===== config.mk =====
export PLATFORM = sky130hd
export DESIGN_NAME = key_repeat_bank
export DESIGN_NICKNAME = d
export VERILOG_FILES = /design/src/rtl/key_repeat_pkg.sv /design/src/rtl/key_repeat_channel.sv /design/src/rtl/key_repeat_bank.sv
export SDC_FILE = /design/constraint.sdc
export NUM_CORES = 1
export LEC_CHECK = 0
export CAP_MARGIN = 5
export CORE_UTILIZATION = 65
export CTS_BUF_LIST = sky130_fd_sc_hd__clkbuf_8
export DETAILED_ROUTE_END_ITERATION = 10
export PLACE_DENSITY = 0.85
export SLEW_MARGIN = 40
export SYNTH_ARGS = -nofsm -noshare
export SYNTH_HDL_FRONTEND = slang
export SYNTH_SLANG_ARGS = --single-unit

===== constraint.sdc =====
create_clock -name clk_in -period 3.1 [get_ports clk_in]
set_clock_uncertainty 0.1 [all_clocks]
set_input_delay 0.62 -clock clk_in [delete_from_list [all_inputs] [get_ports clk_in]]
set_output_delay 0.62 -clock clk_in [all_outputs]
set_load 0.02 [all_outputs]

===== src/rtl/key_repeat_pkg.sv =====
// Shared types for the key repeat bank.
//   mode_t  : per-channel behaviour selected by mode_in (latched on press)
//   state_t : per-channel FSM state
package key_repeat_pkg;

  typedef enum logic [1:0] {
    EDGE     = 2'b00,
    REPEAT   = 2'b01,
    TAP_HOLD = 2'b10,
    OFF      = 2'b11
  } mode_t;

  typedef enum logic [1:0] {
    IDLE = 2'b00,
    WAIT = 2'b01,
    RPT  = 2'b10
  } state_t;

endpackage


===== src/rtl/key_repeat_channel.sv =====
// One button channel: edge detect, mode latch, FSM and shared counter.
//   clk_in          : system clock
//   reset_in        : synchronous active-high reset
//   level_in        : debounced button level
//   mode_in         : requested mode, sampled on the rising edge of level_in
//   press_pulse_out : one-cycle press / repeat / tap pulse
//   hold_pulse_out  : one-cycle hold pulse (TAP_HOLD only)
//   busy_out        : channel not IDLE
module key_repeat_channel
  import key_repeat_pkg::*;
#(
  parameter int unsigned DELAY_CYCLES = 25245000,
  parameter int unsigned RATE_CYCLES  = 7425000,
  parameter int unsigned HOLD_CYCLES  = 29700000,
  parameter int unsigned CNT_W        = 29
) (
  input  logic       clk_in,
  input  logic       reset_in,
  input  logic       level_in,
  input  logic [1:0] mode_in,
  output logic       press_pulse_out,
  output logic       hold_pulse_out,
  output logic       busy_out
);

  localparam logic [CNT_W-1:0] DELAY_LAST = CNT_W'(DELAY_CYCLES - 1);
  localparam logic [CNT_W-1:0] RATE_LAST  = CNT_W'(RATE_CYCLES - 1);
  localparam logic [CNT_W-1:0] HOLD_LAST  = CNT_W'(HOLD_CYCLES - 1);

  state_t           state, state_nxt;
  mode_t            mode, mode_nxt;
  logic [CNT_W-1:0] count, count_nxt;
  logic             old_level;
  logic             press_nxt, hold_nxt;
  logic             rise, held, fall;

  assign rise = level_in & ~old_level;
  assign held = level_in & old_level;
  assign fall = ~level_in & old_level;

  always_comb begin
    state_nxt = state;
    mode_nxt  = mode;
    count_nxt = count;
    press_nxt = 1'b0;
    hold_nxt  = 1'b0;
    case (state)
      IDLE: begin
        if (rise) begin
          mode_nxt = mode_t'(mode_in);
          count_nxt = '0;
          case (mode_t'(mode_in))
            EDGE:     press_nxt = 1'b1;
            REPEAT: begin
              press_nxt = 1'b1;
              state_nxt = WAIT;
            end
            TAP_HOLD: state_nxt = WAIT;
            OFF:      ;
          endcase
        end
      end
      WAIT: begin
        // Release is checked first so a release on the threshold cycle is a tap.
        if (fall) begin
          state_nxt = IDLE;
          count_nxt = '0;
          press_nxt = (mode == TAP_HOLD);
        end else if (held) begin
          if (mode == REPEAT && count == DELAY_LAST) begin
            press_nxt = 1'b1;
            state_nxt = RPT;
            count_nxt = '0;
          end else if (mode == TAP_HOLD && count == HOLD_LAST) begin
            hold_nxt  = 1'b1;
            state_nxt = RPT;
            count_nxt = '0;
          end else begin
            count_nxt = count + 1'b1;
          end
        end
      end
      RPT: begin
        if (fall) begin
          state_nxt = IDLE;
          count_nxt = '0;
        end else if (held) begin
          if (count == RATE_LAST) begin
            press_nxt = (mode == REPEAT);
            hold_nxt  = (mode == TAP_HOLD);
            count_nxt = '0;
          end else begin
            count_nxt = count + 1'b1;
          end
        end
      end
      default: begin
        state_nxt = IDLE;
        count_nxt = '0;
      end
    endcase
  end

  always_ff @(posedge clk_in) begin
    if (reset_in) begin
      // Loading the live level suppresses a press for a key held through reset.
      old_level       <= level_in;
      state           <= IDLE;
      mode            <= EDGE;
      count           <= '0;
      press_pulse_out <= 1'b0;
      hold_pulse_out  <= 1'b0;
      busy_out        <= 1'b0;
    end else begin
      old_level       <= level_in;
      state           <= state_nxt;
      mode            <= mode_nxt;
      count           <= count_nxt;
      press_pulse_out <= press_nxt;
      hold_pulse_out  <= hold_nxt;
      busy_out        <= (state_nxt != IDLE);
    end
  end

endmodule


===== src/rtl/key_repeat_bank.sv =====
// Bank of NUM_CH independent key conditioners.
//   clk_in          : system clock
//   reset_in        : synchronous active-high reset
//   level_in        : [NUM_CH] debounced button levels
//   mode_in         : [2*NUM_CH] per-channel mode, bits [2i+1:2i]
//   press_pulse_out : [NUM_CH] press / repeat / tap pulses
//   hold_pulse_out  : [NUM_CH] hold pulses
//   busy_out        : [NUM_CH] channel not IDLE
module key_repeat_bank
  import key_repeat_pkg::*;
#(
  parameter int unsigned NUM_CH       = 8,
  parameter int unsigned DELAY_CYCLES = 25245000,
  parameter int unsigned RATE_CYCLES  = 7425000,
  parameter int unsigned HOLD_CYCLES  = 29700000,
  parameter int unsigned CNT_W        = 29
) (
  input  logic                  clk_in,
  input  logic                  reset_in,
  input  logic [NUM_CH-1:0]     level_in,
  input  logic [2*NUM_CH-1:0]   mode_in,
  output logic [NUM_CH-1:0]     press_pulse_out,
  output logic [NUM_CH-1:0]     hold_pulse_out,
  output logic [NUM_CH-1:0]     busy_out
);

  localparam longint CNT_LIMIT = longint'(1) << CNT_W;

  if (DELAY_CYCLES < 2 || RATE_CYCLES < 2 || HOLD_CYCLES < 2) begin : g_bad_min
    $error("key_repeat_bank: DELAY/RATE/HOLD_CYCLES must be >= 2");
  end

  if (longint'(DELAY_CYCLES) >= CNT_LIMIT || longint'(RATE_CYCLES) >= CNT_LIMIT ||
      longint'(HOLD_CYCLES) >= CNT_LIMIT) begin : g_bad_width
    $error("key_repeat_bank: CNT_W too narrow for DELAY/RATE/HOLD_CYCLES");
  end

  for (genvar i = 0; i < NUM_CH; i++) begin : g_ch
    key_repeat_channel #(
      .DELAY_CYCLES (DELAY_CYCLES),
      .RATE_CYCLES  (RATE_CYCLES),
      .HOLD_CYCLES  (HOLD_CYCLES),
      .CNT_W        (CNT_W)
    ) u_ch (
      .clk_in          (clk_in),
      .reset_in        (reset_in),
      .level_in        (level_in[i]),
      .mode_in         (mode_in[2*i +: 2]),
      .press_pulse_out (press_pulse_out[i]),
      .hold_pulse_out  (hold_pulse_out[i]),
      .busy_out        (busy_out[i])
    );
  end

endmodule


==> results of run 1 <==
## cell usage after synthesis, types with 53 or more instances
library cell  instances
nand2_1             224
nand3_1             143
nand4_1              72
nor2_1              221
clkbuf_1             82
dfxtp_1             296
nor3_1               61
inv_1                81
ha_1                 56
o21ai_0             111
a21oi_1             151
xor2_1               53
## worst max-delay path: cells and delay by family (launching register included)
kind                   cells  cell delay [ns]
buffers and inverters      1             0.22
and+or+nand+nor            4             1.16
AOI/OAI and AO/OA          3             0.89
DFF                        1             0.40
## final cells by class
cell class	count	area, um^2
multi-input cells	1743	10570
fillers	2006	6928
flip-flops and latches	296	5926
repair buffers	108	959.7
clock buffers	67	922.1
well taps	335	419.2
inverters	81	304.0
clock inverters	20	100.1
## how the worst min path moves through the flow
stage / from / to / slack (ns)
detailed placement: g_ch[1].u_ch.mode[0] / g_ch[1].u_ch.mode[0] / 0.35
global placement: g_ch[7].u_ch.mode[0] / g_ch[7].u_ch.mode[0] / 0.35
finish: reset_in / g_ch[3].u_ch.count[1] / 0.35
floorplan: g_ch[1].u_ch.mode[0] / g_ch[1].u_ch.mode[0] / 0.34
global route: reset_in / g_ch[3].u_ch.count[5] / 0.35
CTS: reset_in / g_ch[3].u_ch.count[1] / 0.32
## per-layer routing
| layer | vias up | track usage (%) | part of all wire [%] |
|---|---|---|---|
| li1 | 8239 | - | - |
| met1 | 8031 | 39.01 | 43 |
| met2 | 672 | 52.58 | 48 |
| met3 | 116 | 4.349 | 6.4 |
| met4 | 0 | 11.66 | 2.5 |
| met5 | - | 0 | 0 |
## cell families (layout without fill, tap and decap cells)
kind of cell	count (synthesis)	in the layout	synth area share, %
mux	7	7	0.4026
xor+xnor	86	86	4.328
compound gates	434	434	15.26
fa+ha+maj	56	56	4.026
flops	296	296	34.05
buf+inv	209	276	5.320
simple gates	1160	1160	36.62
## power by group through the flow
| stage | Sequential (mW) | Combinational (mW) | Clock, mW |
|---|---|---|---|
| 2_1_floorplan | 3.94 | 0.354 | 0 |
| 3_3_place_gp | 3.95 | 0.507 | 0 |
| 3_5_place_dp | 3.95 | 0.524 | 0 |
| 4_1_cts | 3.87 | 0.530 | 3.58 |
| 5_1_grt | 3.87 | 0.585 | 3.76 |
| 6_report | 3.87 | 0.538 | 3.52 |
## sequential cells by signal, summed over array words and instances, names as in the netlist
| register | count |
|---|---|
| g_ch.u_ch.press_pulse_out | 8 |
| g_ch.u_ch.mode | 16 |
| g_ch.u_ch.busy_out | 8 |
| g_ch.u_ch.old_level | 8 |
| g_ch.u_ch.state | 16 |
| g_ch.u_ch.hold_pulse_out | 8 |
| g_ch.u_ch.count | 232 |
## layout by cell type (no fill, tap or decap), types with 10 or more instances in the layout
| master | netlist | layout |
|---|---|---|
| o21a_1 | 11 | 11 |
| a31oi_1 | 44 | 44 |
| nand2b_1 | 34 | 34 |
| nor3b_1 | 24 | 24 |
| or2_2 | 14 | 14 |
| nand3_1 | 143 | 143 |
| o22ai_1 | 12 | 10 |
| ha_1 | 56 | 56 |
| inv_1 | 81 | 92 |
| nand4_1 | 72 | 72 |
| xor2_1 | 53 | 53 |
| nand2_1 | 224 | 224 |
| o21ai_0 | 111 | 111 |
| and4_1 | 18 | 18 |
| xnor2_1 | 33 | 33 |
| dfxtp_1 | 296 | 296 |
| nor4_1 | 48 | 48 |
| nand4b_1 | 29 | 29 |
| a21o_1 | 11 | 11 |
| nor2_1 | 221 | 220 |
| or4_1 | 18 | 18 |
| nor4b_1 | 28 | 28 |
| and2_1 | 18 | 18 |
| and4b_1 | 12 | 12 |
| clkdlybuf4s50_1 | 0 | 48 |
| clkbuf_8 | 0 | 67 |
| nand3b_1 | 37 | 37 |
| a21oi_1 | 151 | 151 |
| buf_4 | 25 | 57 |
| a211oi_1 | 10 | 10 |
| nor2b_1 | 35 | 34 |
| nor3_1 | 61 | 61 |
| and3_1 | 44 | 44 |
| or3_1 | 41 | 41 |
| nor4bb_1 | 11 | 11 |
## metrics by stage
step                      area (um^2)  worst slack (ns)  utilization [%]
after floorplan                 17400            0.4437                -
after global placement          18180            0.1989            69.56
after detailed placement        18180            0.1107            69.57
after CTS                       19200            0.2321            73.48
after global routing            19200           0.02280            73.49
final                           19200            0.2012            73.49
==> out/metrics.cfg, run 1 <==
[status]
status=finished with violations
violations=DRC

[sta]
period_minus_slack_ns=2.899
fin_crit_sh_pct=93.51
max_freq_mhz=345.0
tns_ns=0
max_slew_margin_pct=43.38
whs_ns=0.3480
slew_violations=0
rsz0062_at_grt=false
worst-slew-pin-transition_ns=0.8436
finalHoldViolations=0
setup_viol=0

[clock_tree]
h-tree-depth=2
cts_hold_buf=0
cts_buffers=50
clockRootBuffer=clkbuf_8
cts_setup_buffers=0
clk_latency_ns=0.57
cts.sinks=296
tritoncts=yes
cts.clk_slew.worst_paths_ns=0.07
clock_path_buffers=3
post_cts_resized=0

[logic_synthesis]
synth_cell_types=82
synth_edf_count=0
ys_ff_latch=296
synth_top_cell_area_share_pct=34.05
synth_area_um2=17400
netlist_instances=2248
yosysTopAreaCell=dfxtp_1
synth-main-ff-cell=dfxtp_1
synth_area_per_cell_um2=7.742
yosysSeqAreaShare_pct=34.05
syn-num-nets=2330
yosysWarnings=0
synth_area_leaders=dfxtp_1, nand2_1, nor2_1
async_flop_share_pct=0

[worst_setup_path]
cp-endpoint=g_ch[0].u_ch.count[12]
crit_fanout=16
crit_slowest_cell=or4b_2
reg2reg_depth=8
crit_chain=or4b_2, nor3b_1, a2bb2oi_1, a31o_2, nor2_1, buf_4, a22oi_1, nor2_1
r2r_slack_ns=0.20
crit_type=flip-flop to flip-flop
cp-startpoint=g_ch[0].u_ch.count[23]
r2r-start=g_ch[0].u_ch.count[23]
cp-end-kind=flip-flop
cp.required_ns=3.44
rr_endpoint=g_ch[0].u_ch.count[12]
critPathMaxStageDelay_ns=0.67
cpMostUsedCell=nor2_1
startpoint_type=flip-flop
worstPathArrival_ns=3.24

[floorplanning]
num_io_pins=50
rows=59
initial_core_util_pct=66.60
fp.dieW_um=165.6
core_area_um2=26130
die_h_um=165.6
fp.dieArea_um2=27430

[finish]
drive_gt1_share_pct=7.689
nets=2362
layout.cells.non_filler=2650
synthToLayoutAreaGrowth_pct=10.35
num_antenna_cells=0

[pwr]
p_comb_share_pct=6.8
p_int_mw=5.966
power_frac_seq_pct=48.8
switching_power_mw=1.965
switching_share_pct=24.78
finalPower_mw=7.931
clkPwrFrac_pct=44.4
ir_drop_mv=0.3922
power_density_nw_per_um2=412.9
leakage_nw=6.504

[placed_design]
io_buffers=49
dp_cells=2563
gp_congestion=0.9336
hpwl_um=29540

[grt]
antenna_found_initial=0
grt_pass1_wl_um=73490
grt_max_degree=123
grt_pass1_vias=16150
grt.total_usage_pct=30.64
grt_overflow_total=0

[detailed_routing]
dr.first_iter.drc_count=1663
dr.pass1.iters=9
vias=17060
viasPerCell=6.437
route.detailed.drc=4
routed_wl_um=43080
antenna_left=0
avgRoutedWirePerCell_um=16.26

[min_path]
hp-class=input port to flip-flop
hold_depth=2

[job]
drv_cap=0

Power figures use the tool's default switching activity.
==> run 2: changes to the inputs <==
--- a/config.mk
+++ b/config.mk
@@ -13,4 +13,5 @@
 export SLEW_MARGIN = 40
 export SYNTH_ARGS = -nofsm -noshare
 export SYNTH_HDL_FRONTEND = slang
+export SYNTH_HIERARCHICAL = 1
 export SYNTH_SLANG_ARGS = --single-unit
==> out/metrics.cfg, run 2 <==
[status]
status=finished, final reports clean  ; was finished with violations

[clock_tree]
cts_setup_buffers=0  ; unchanged
tritoncts=yes  ; unchanged
h-tree-depth=2  ; unchanged
clk_latency_ns=0.57  ; about the same
post_cts_resized=0  ; unchanged
cts_buffers=50  ; unchanged
cts.clk_slew.worst_paths_ns=0.06  ; was 0.07 ns
clock_path_buffers=3  ; unchanged
clockRootBuffer=clkbuf_8  ; unchanged
cts.sinks=296  ; unchanged
cts_hold_buf=0  ; unchanged

[logic_synthesis]
synth_edf_count=0  ; unchanged
async_flop_share_pct=0  ; unchanged
synthAdderAreaFrac_pct=3.868  ; was 4.026%
synth.most_common_cell=nor2_1  ; was dfxtp_1
synth_simple_gate_area_share_pct=33.59  ; was 36.62%
netlist_instances=2234  ; was 2,248
ys_ff_latch=296  ; unchanged
synthMuxAreaShare_pct=1.271  ; was 0.4026%
synth_compound_area_share_pct=15.40  ; was 15.26%
yosysTopAreaCell=dfxtp_1  ; unchanged
synth_area_um2=18110  ; was 17,400 um^2
synth_top_cell_area_share_pct=32.71  ; was 34.05%
syn-num-nets=2316  ; was 2,330
yosysSeqAreaShare_pct=32.71  ; was 34.05%
synth_area_leaders=dfxtp_1, nor2_1, nand4_1  ; was dfxtp_1, nand2_1, nor2_1
synth_common_cells=nor2_1, dfxtp_1, nand2_1, nand4_1, xnor2_1  ; was dfxtp_1, nand2_1, nor2_1, a21oi_1, nand3_1
yosysWarnings=6  ; was 0
synth_area_per_cell_um2=8.109  ; was 7.742 um^2
synth_top_family_by_area=simple AND/OR/NAND/NOR gates  ; unchanged
yosys.area_share.xor_xnor_pct=8.074  ; was 4.328%
synth-main-ff-cell=dfxtp_1  ; unchanged
synth_cell_types=74  ; was 82

[detailed_routing]
antenna_left=0  ; unchanged
avgRoutedWirePerCell_um=17.01  ; was 16.26 um
dr.pass1.iters=6  ; was 9
route.detailed.drc=0  ; was 4
routed_wl_um=46230  ; was 43,080 um
vias=17490  ; was 17.06k
dr.first_iter.drc_count=1356  ; was 1,663
viasPerCell=6.435  ; was 6.437

[floorplanning]
die_h_um=168.9  ; was 165.6 um
fp.dieArea_um2=28540  ; was 27,430 um^2
core_area_um2=27180  ; was 26,130 um^2
rows=60  ; was 59
num_io_pins=50  ; unchanged
initial_core_util_pct=66.66  ; was 66.60%
fp.dieW_um=168.9  ; was 165.6 um

[finish]
nets=2388  ; was 2,362
top_regs=g_ch.u_ch/count: 232 flops, g_ch.u_ch/mode: 16 flops, g_ch.u_ch/state: 16 flops  ; was g_ch.u_ch.count: 232 flops, g_ch.u_ch.mode: 16 flops, g_ch.u_ch.state: 16 flops
final_core_util_pct=74.20  ; was 73.49%
synthToLayoutAreaGrowth_pct=11.32  ; was 10.35%
num_antenna_cells=0  ; unchanged
regMostFlops=g_ch.u_ch/count  ; was g_ch.u_ch.count
layout_common_cells=nor2_1, dfxtp_1, nand2_1, nand4_1, inv_1  ; was dfxtp_1, nand2_1, nor2_1, a21oi_1, nand3_1
largest_reg_flops=232  ; unchanged
drive_gt1_share_pct=9.676  ; was 7.689%
layout_commonest_cell=nor2_1  ; was dfxtp_1

[pwr]
leakage_nw=6.841  ; was 6.504 nW
power_density_nw_per_um2=399.6  ; was 412.9 nW/um^2
finalPower_mw=8.058  ; was 7.931 mW
ir_drop_mv=0.4321  ; was 0.3922 mV

[placed_design]
hpwl_um=32940  ; was 29,540 um
io_buffers=49  ; unchanged
gp_congestion=0.9873  ; was 0.9336

[worst_setup_path]
critPathMaxStageDelay_ns=0.59  ; was 0.67 ns
cp.required_ns=3.45  ; was 3.44 ns
startpoint_type=flip-flop  ; unchanged
worstPathArrival_ns=3.12  ; was 3.24 ns
crit_chain=or4_4, nor4_1, nand2b_1, a21oi_2, o31ai_2, buf_4, nor2_1  ; was or4b_2, nor3b_1, a2bb2oi_1, a31o_2, nor2_1, buf_4, a22oi_1, nor2_1
crit_type=flip-flop to flip-flop  ; unchanged
cp-end-kind=flip-flop  ; unchanged
crit_slowest_cell=nor4_1  ; was or4b_2
crit_fanout=21  ; was 16

[sta]
period_minus_slack_ns=2.767  ; was 2.899 ns
slew_violations=0  ; unchanged
setup_viol=0  ; unchanged
max_slew_margin_pct=56.08  ; was 43.38%
fin_crit_sh_pct=89.25  ; was 93.51%
worst-slew-pin-transition_ns=0.6537  ; was 0.8436 ns
finalHoldViolations=0  ; unchanged
max_freq_mhz=361.4  ; was 345.0 MHz
rsz0062_at_grt=false  ; unchanged
tns_ns=0  ; unchanged
whs_ns=0.3896  ; was 0.3480 ns

[job]
drv_cap=0  ; unchanged

[grt]
grt.total_usage_pct=31.95  ; was 30.64%
grt_pass1_wl_um=77240  ; was 73,490 um
grt_overflow_total=0  ; unchanged
antenna_found_initial=0  ; unchanged
grt_max_degree=50  ; was 123
grt_pass1_vias=16380  ; was 16.15k

[min_path]
hp-class=flip-flop to flip-flop  ; was input port to flip-flop

run 2: changes by cell type after synthesis, moves of 27 or more:
cell / previous run / this run
xnor2_1: 33 / 102
nand2_1: 224 / 176
or3_1: 41 / 1
a31oi_1: 44 / 15
nor4_1: 48 / 75
o2111ai_1: 2 / 31
nand3_1: 143 / 74
a21oi_1: 151 / 34
nor2_1: 221 / 307
o21ai_0: 111 / 67
nand3b_1: 37 / 8
nand4b_1: 29 / 1
nand4_1: 72 / 151
run 2: cell families after synthesis:
group	count (synthesis)
flip-flops	296
buffers and inverters	198
XOR/XNOR	167
adder cells (fa/ha/maj)	56
AO/OA/AOI/OAI	364
AND/OR/NAND/NOR	1130
multiplexers	23
run 2: path summary, 6_finish.rpt:
path | startpoint | end | slack [ns] | cells past startpoint
worst max register to register | g_ch[3].u_ch/count[26] | g_ch[3].u_ch/count[27] | 0.33 | 7
worst min register to register | g_ch[1].u_ch/mode[0] | g_ch[1].u_ch/mode[0] | 0.39 | 2
worst max-delay path | g_ch[3].u_ch/count[26] | g_ch[3].u_ch/count[27] | 0.33 | 7
worst min-delay path | g_ch[1].u_ch/mode[0] | g_ch[1].u_ch/mode[0] | 0.39 | 2
run 2: layout make-up:
cell class              count  area (um^2)
clock inverters            24        163.9
fillers                  2079         7010
clock buffers              68        935.9
well taps                 372        465.4
multi-input cells        1740        11270
inverters                  96        360.3
flip-flops and latches    296         5926
repair buffers            122         1046
run 2: metrics by stage:
stage	instance area, um^2	worst slack (ns)	instances
6_report	20170	0.3333	2718
3_3_place_gp	19060	0.2558	2625
4_1_cts	20170	0.3725	2718
5_1_grt	20170	0.1904	2718
2_1_floorplan	18110	0.5398	2234
3_5_place_dp	19070	0.2294	2626
run 2: metal layers:
layer / vias up / GRT usage (%) / wire length (um) / share of wire, %
li1: 8411 / - / - / -
met1: 8195 / 41.11 / 19700 / 43
met2: 751 / 53.31 / 21960 / 48
met3: 132 / 4.349 / 3081 / 6.7
met4: 0 / 14.31 / 1480 / 3.2
met5: - / 0 / 0 / 0
run 2: power by group:
group          switching [mW]  total (mW)  internal (mW)
Clock                    1.62        3.74           2.12
Sequential             0.0230        3.85           3.83
Combinational           0.293       0.466          0.173
run 2: critical path, delay by kind of cell (launching register included):
kind            cells  cell delay [ns]
buf+inv             1             0.28
simple gates        4             1.59
flops               1             0.34
compound gates      2             0.33
==> run 3: changes to the inputs <==
--- a/config.mk
+++ b/config.mk
@@ -6,10 +6,10 @@
 export NUM_CORES = 1
 export LEC_CHECK = 0
 export CAP_MARGIN = 5
-export CORE_UTILIZATION = 65
+export CORE_UTILIZATION = 40
 export CTS_BUF_LIST = sky130_fd_sc_hd__clkbuf_8
 export DETAILED_ROUTE_END_ITERATION = 10
-export PLACE_DENSITY = 0.85
+export PLACE_DENSITY = 0.58
 export SLEW_MARGIN = 40
 export SYNTH_ARGS = -nofsm -noshare
 export SYNTH_HDL_FRONTEND = slang
==> out/metrics.cfg, run 3 (synthesis results as in run 2) <==
[clock_tree]
cts.sinks=296  ; unchanged
clk_latency_ns=0.63  ; was 0.57 ns
cts.clk_slew.worst_paths_ns=0.05  ; was 0.06 ns
cts_buffers=57  ; was 50
cts_setup_buffers=0  ; unchanged
post_cts_resized=0  ; unchanged
cts_hold_buf=0  ; unchanged
tritoncts=yes  ; unchanged
clock_path_buffers=3  ; unchanged
h-tree-depth=2  ; unchanged
clockRootBuffer=clkbuf_8  ; unchanged

[sta]
setup_viol=0  ; unchanged
period_minus_slack_ns=2.761  ; was 2.767 ns
max_slew_margin_pct=53.08  ; was 56.08%
finalHoldViolations=0  ; unchanged
tns_ns=0  ; unchanged
fin_crit_sh_pct=89.07  ; was 89.25%
worst-slew-pin-transition_ns=0.6940  ; was 0.6537 ns
max_freq_mhz=362.2  ; was 361.4 MHz
slew_violations=0  ; unchanged
rsz0062_at_grt=false  ; unchanged

[worst_setup_path]
startpoint_type=flip-flop  ; unchanged
cp-endpoint=g_ch[1].u_ch/count[20]  ; was g_ch[3].u_ch/count[27]
cp-end-kind=flip-flop  ; unchanged
worstPathArrival_ns=3.18  ; was 3.12 ns
rr_endpoint=g_ch[1].u_ch/count[20]  ; was g_ch[3].u_ch/count[27]
cp.required_ns=3.51  ; was 3.45 ns
crit_fanout=21  ; unchanged
r2r-start=g_ch[1].u_ch/count[26]  ; was g_ch[3].u_ch/count[26]
r2r_slack_ns=0.34  ; was 0.33 ns
crit_type=flip-flop to flip-flop  ; unchanged
cp-startpoint=g_ch[1].u_ch/count[26]  ; was g_ch[3].u_ch/count[26]
reg2reg_depth=7  ; unchanged

[detailed_routing]
viasPerCell=5.787  ; was 6.435
dr.first_iter.drc_count=1276  ; was 1,356
antenna_left=0  ; unchanged
dr.pass1.iters=5  ; was 6
vias=17100  ; was 17.49k
routed_wl_um=47340  ; was 46,230 um
avgRoutedWirePerCell_um=16.02  ; was 17.01 um
route.detailed.drc=0  ; unchanged

[min_path]
hp-class=flip-flop to flip-flop  ; unchanged
hold_depth=2  ; unchanged

[status]
status=finished, final reports clean  ; unchanged

[floorplanning]
die_h_um=214.8  ; was 168.9 um
initial_core_util_pct=40.79  ; was 66.66%
num_io_pins=50  ; unchanged
core_area_um2=44410  ; was 27,180 um^2
fp.dieArea_um2=46140  ; was 28,540 um^2
fp.dieW_um=214.8  ; was 168.9 um
rows=77  ; was 60

[finish]
multiInputGateArea_um2=11270  ; unchanged
ff_latch_area_um2=5926  ; unchanged
final_core_util_pct=46.24  ; was 74.20%
drive_gt1_share_pct=9.987  ; was 9.676%
synthToLayoutAreaGrowth_pct=13.37  ; was 11.32%
largest_reg_flops=232  ; unchanged
fillers=4417  ; was 2,079
layout_common_cells=nor2_1, dfxtp_1, nand2_1, nand4_1, inv_1  ; unchanged
nets=2405  ; was 2,388
top_regs=g_ch.u_ch/count: 232 flops, g_ch.u_ch/mode: 16 flops, g_ch.u_ch/state: 16 flops  ; unchanged
regMostFlops=g_ch.u_ch/count  ; unchanged
layout_commonest_cell=nor2_1  ; unchanged
num_antenna_cells=0  ; unchanged

[job]
drv_cap=0  ; unchanged

[grt]
grt_pass1_vias=16120  ; was 16.38k
antenna_found_initial=0  ; unchanged
grt_overflow_total=0  ; unchanged
grt.total_usage_pct=20.17  ; was 31.95%
grt_max_degree=27  ; was 50
grt_pass1_wl_um=79530  ; was 77,240 um

[pwr]
power_density_nw_per_um2=395.7  ; was 399.6 nW/um^2
ir_drop_mv=0.2738  ; was 0.4321 mV
leakage_nw=6.939  ; was 6.841 nW

[placed_design]
hpwl_um=34280  ; was 32,940 um
io_buffers=49  ; unchanged
gp_congestion=0.9297  ; was 0.9873

[run 3: routing by layer]
metal	routed length (um)	GRT usage (%)	part of all wire (%)
met1	22270	27.13	47
met2	21300	32.57	45
met3	2655	3.128	5.6
met4	1117	7.167	2.4
met5	0	0	0
[run 3: area by class of cell]
type | instances | share of cell area, %
clock inverters | 28 | 0.7006
multi-input cells | 1740 | 54.87
inverters | 96 | 1.755
clock buffers | 71 | 4.758
well taps | 592 | 3.607
flip-flops and latches | 296 | 28.85
repair buffers | 132 | 5.459
[run 3: how the worst min path moves through the flow]
stage,startpoint,endpoint,slack (ns)
CTS,g_ch[1].u_ch/mode[0],g_ch[1].u_ch/mode[0],0.38
finish,g_ch[1].u_ch/mode[0],g_ch[1].u_ch/mode[0],0.37
global placement,g_ch[1].u_ch/mode[0],g_ch[1].u_ch/mode[0],0.36
global route,g_ch[1].u_ch/mode[1],g_ch[1].u_ch/mode[1],0.41
floorplan,g_ch[1].u_ch/mode[0],g_ch[1].u_ch/mode[0],0.34
detailed placement,g_ch[1].u_ch/mode[0],g_ch[1].u_ch/mode[0],0.37
[run 3: stage by stage]
step / hold slack [ns] / instance area [um^2] / power, mW / setup WS (ns) / cells
finish: 0.3737 / 20540 / 8.127 / 0.3389 / 2955
CTS: 0.3753 / 20540 / 8.304 / 0.3545 / 2955
floorplan: 0.3391 / 18110 / 4.234 / 0.5398 / 2234
global placement: 0.3613 / 19410 / 4.392 / 0.2432 / 2855
detailed placement: 0.3679 / 19420 / 4.397 / 0.2518 / 2856
global route: 0.4063 / 20540 / 8.538 / 0.08436 / 2955
[run 3: critical path: stages, from the launching register on]
cell,delay (ns)
dfxtp_1,0.34
or4_1,0.56
nor4_1,0.62
nand2b_1,0.32
a21oi_2,0.11
o31ai_4,0.23
buf_4,0.27
nor2_1,0.08
[run 3: power by group]
group | leakage, nW | internal (mW) | switching [mW] | total [mW]
Sequential | 2.39 | 3.83 | 0.0215 | 3.85
Clock | 0.653 | 2.12 | 1.69 | 3.81
Combinational | 3.90 | 0.175 | 0.289 | 0.464
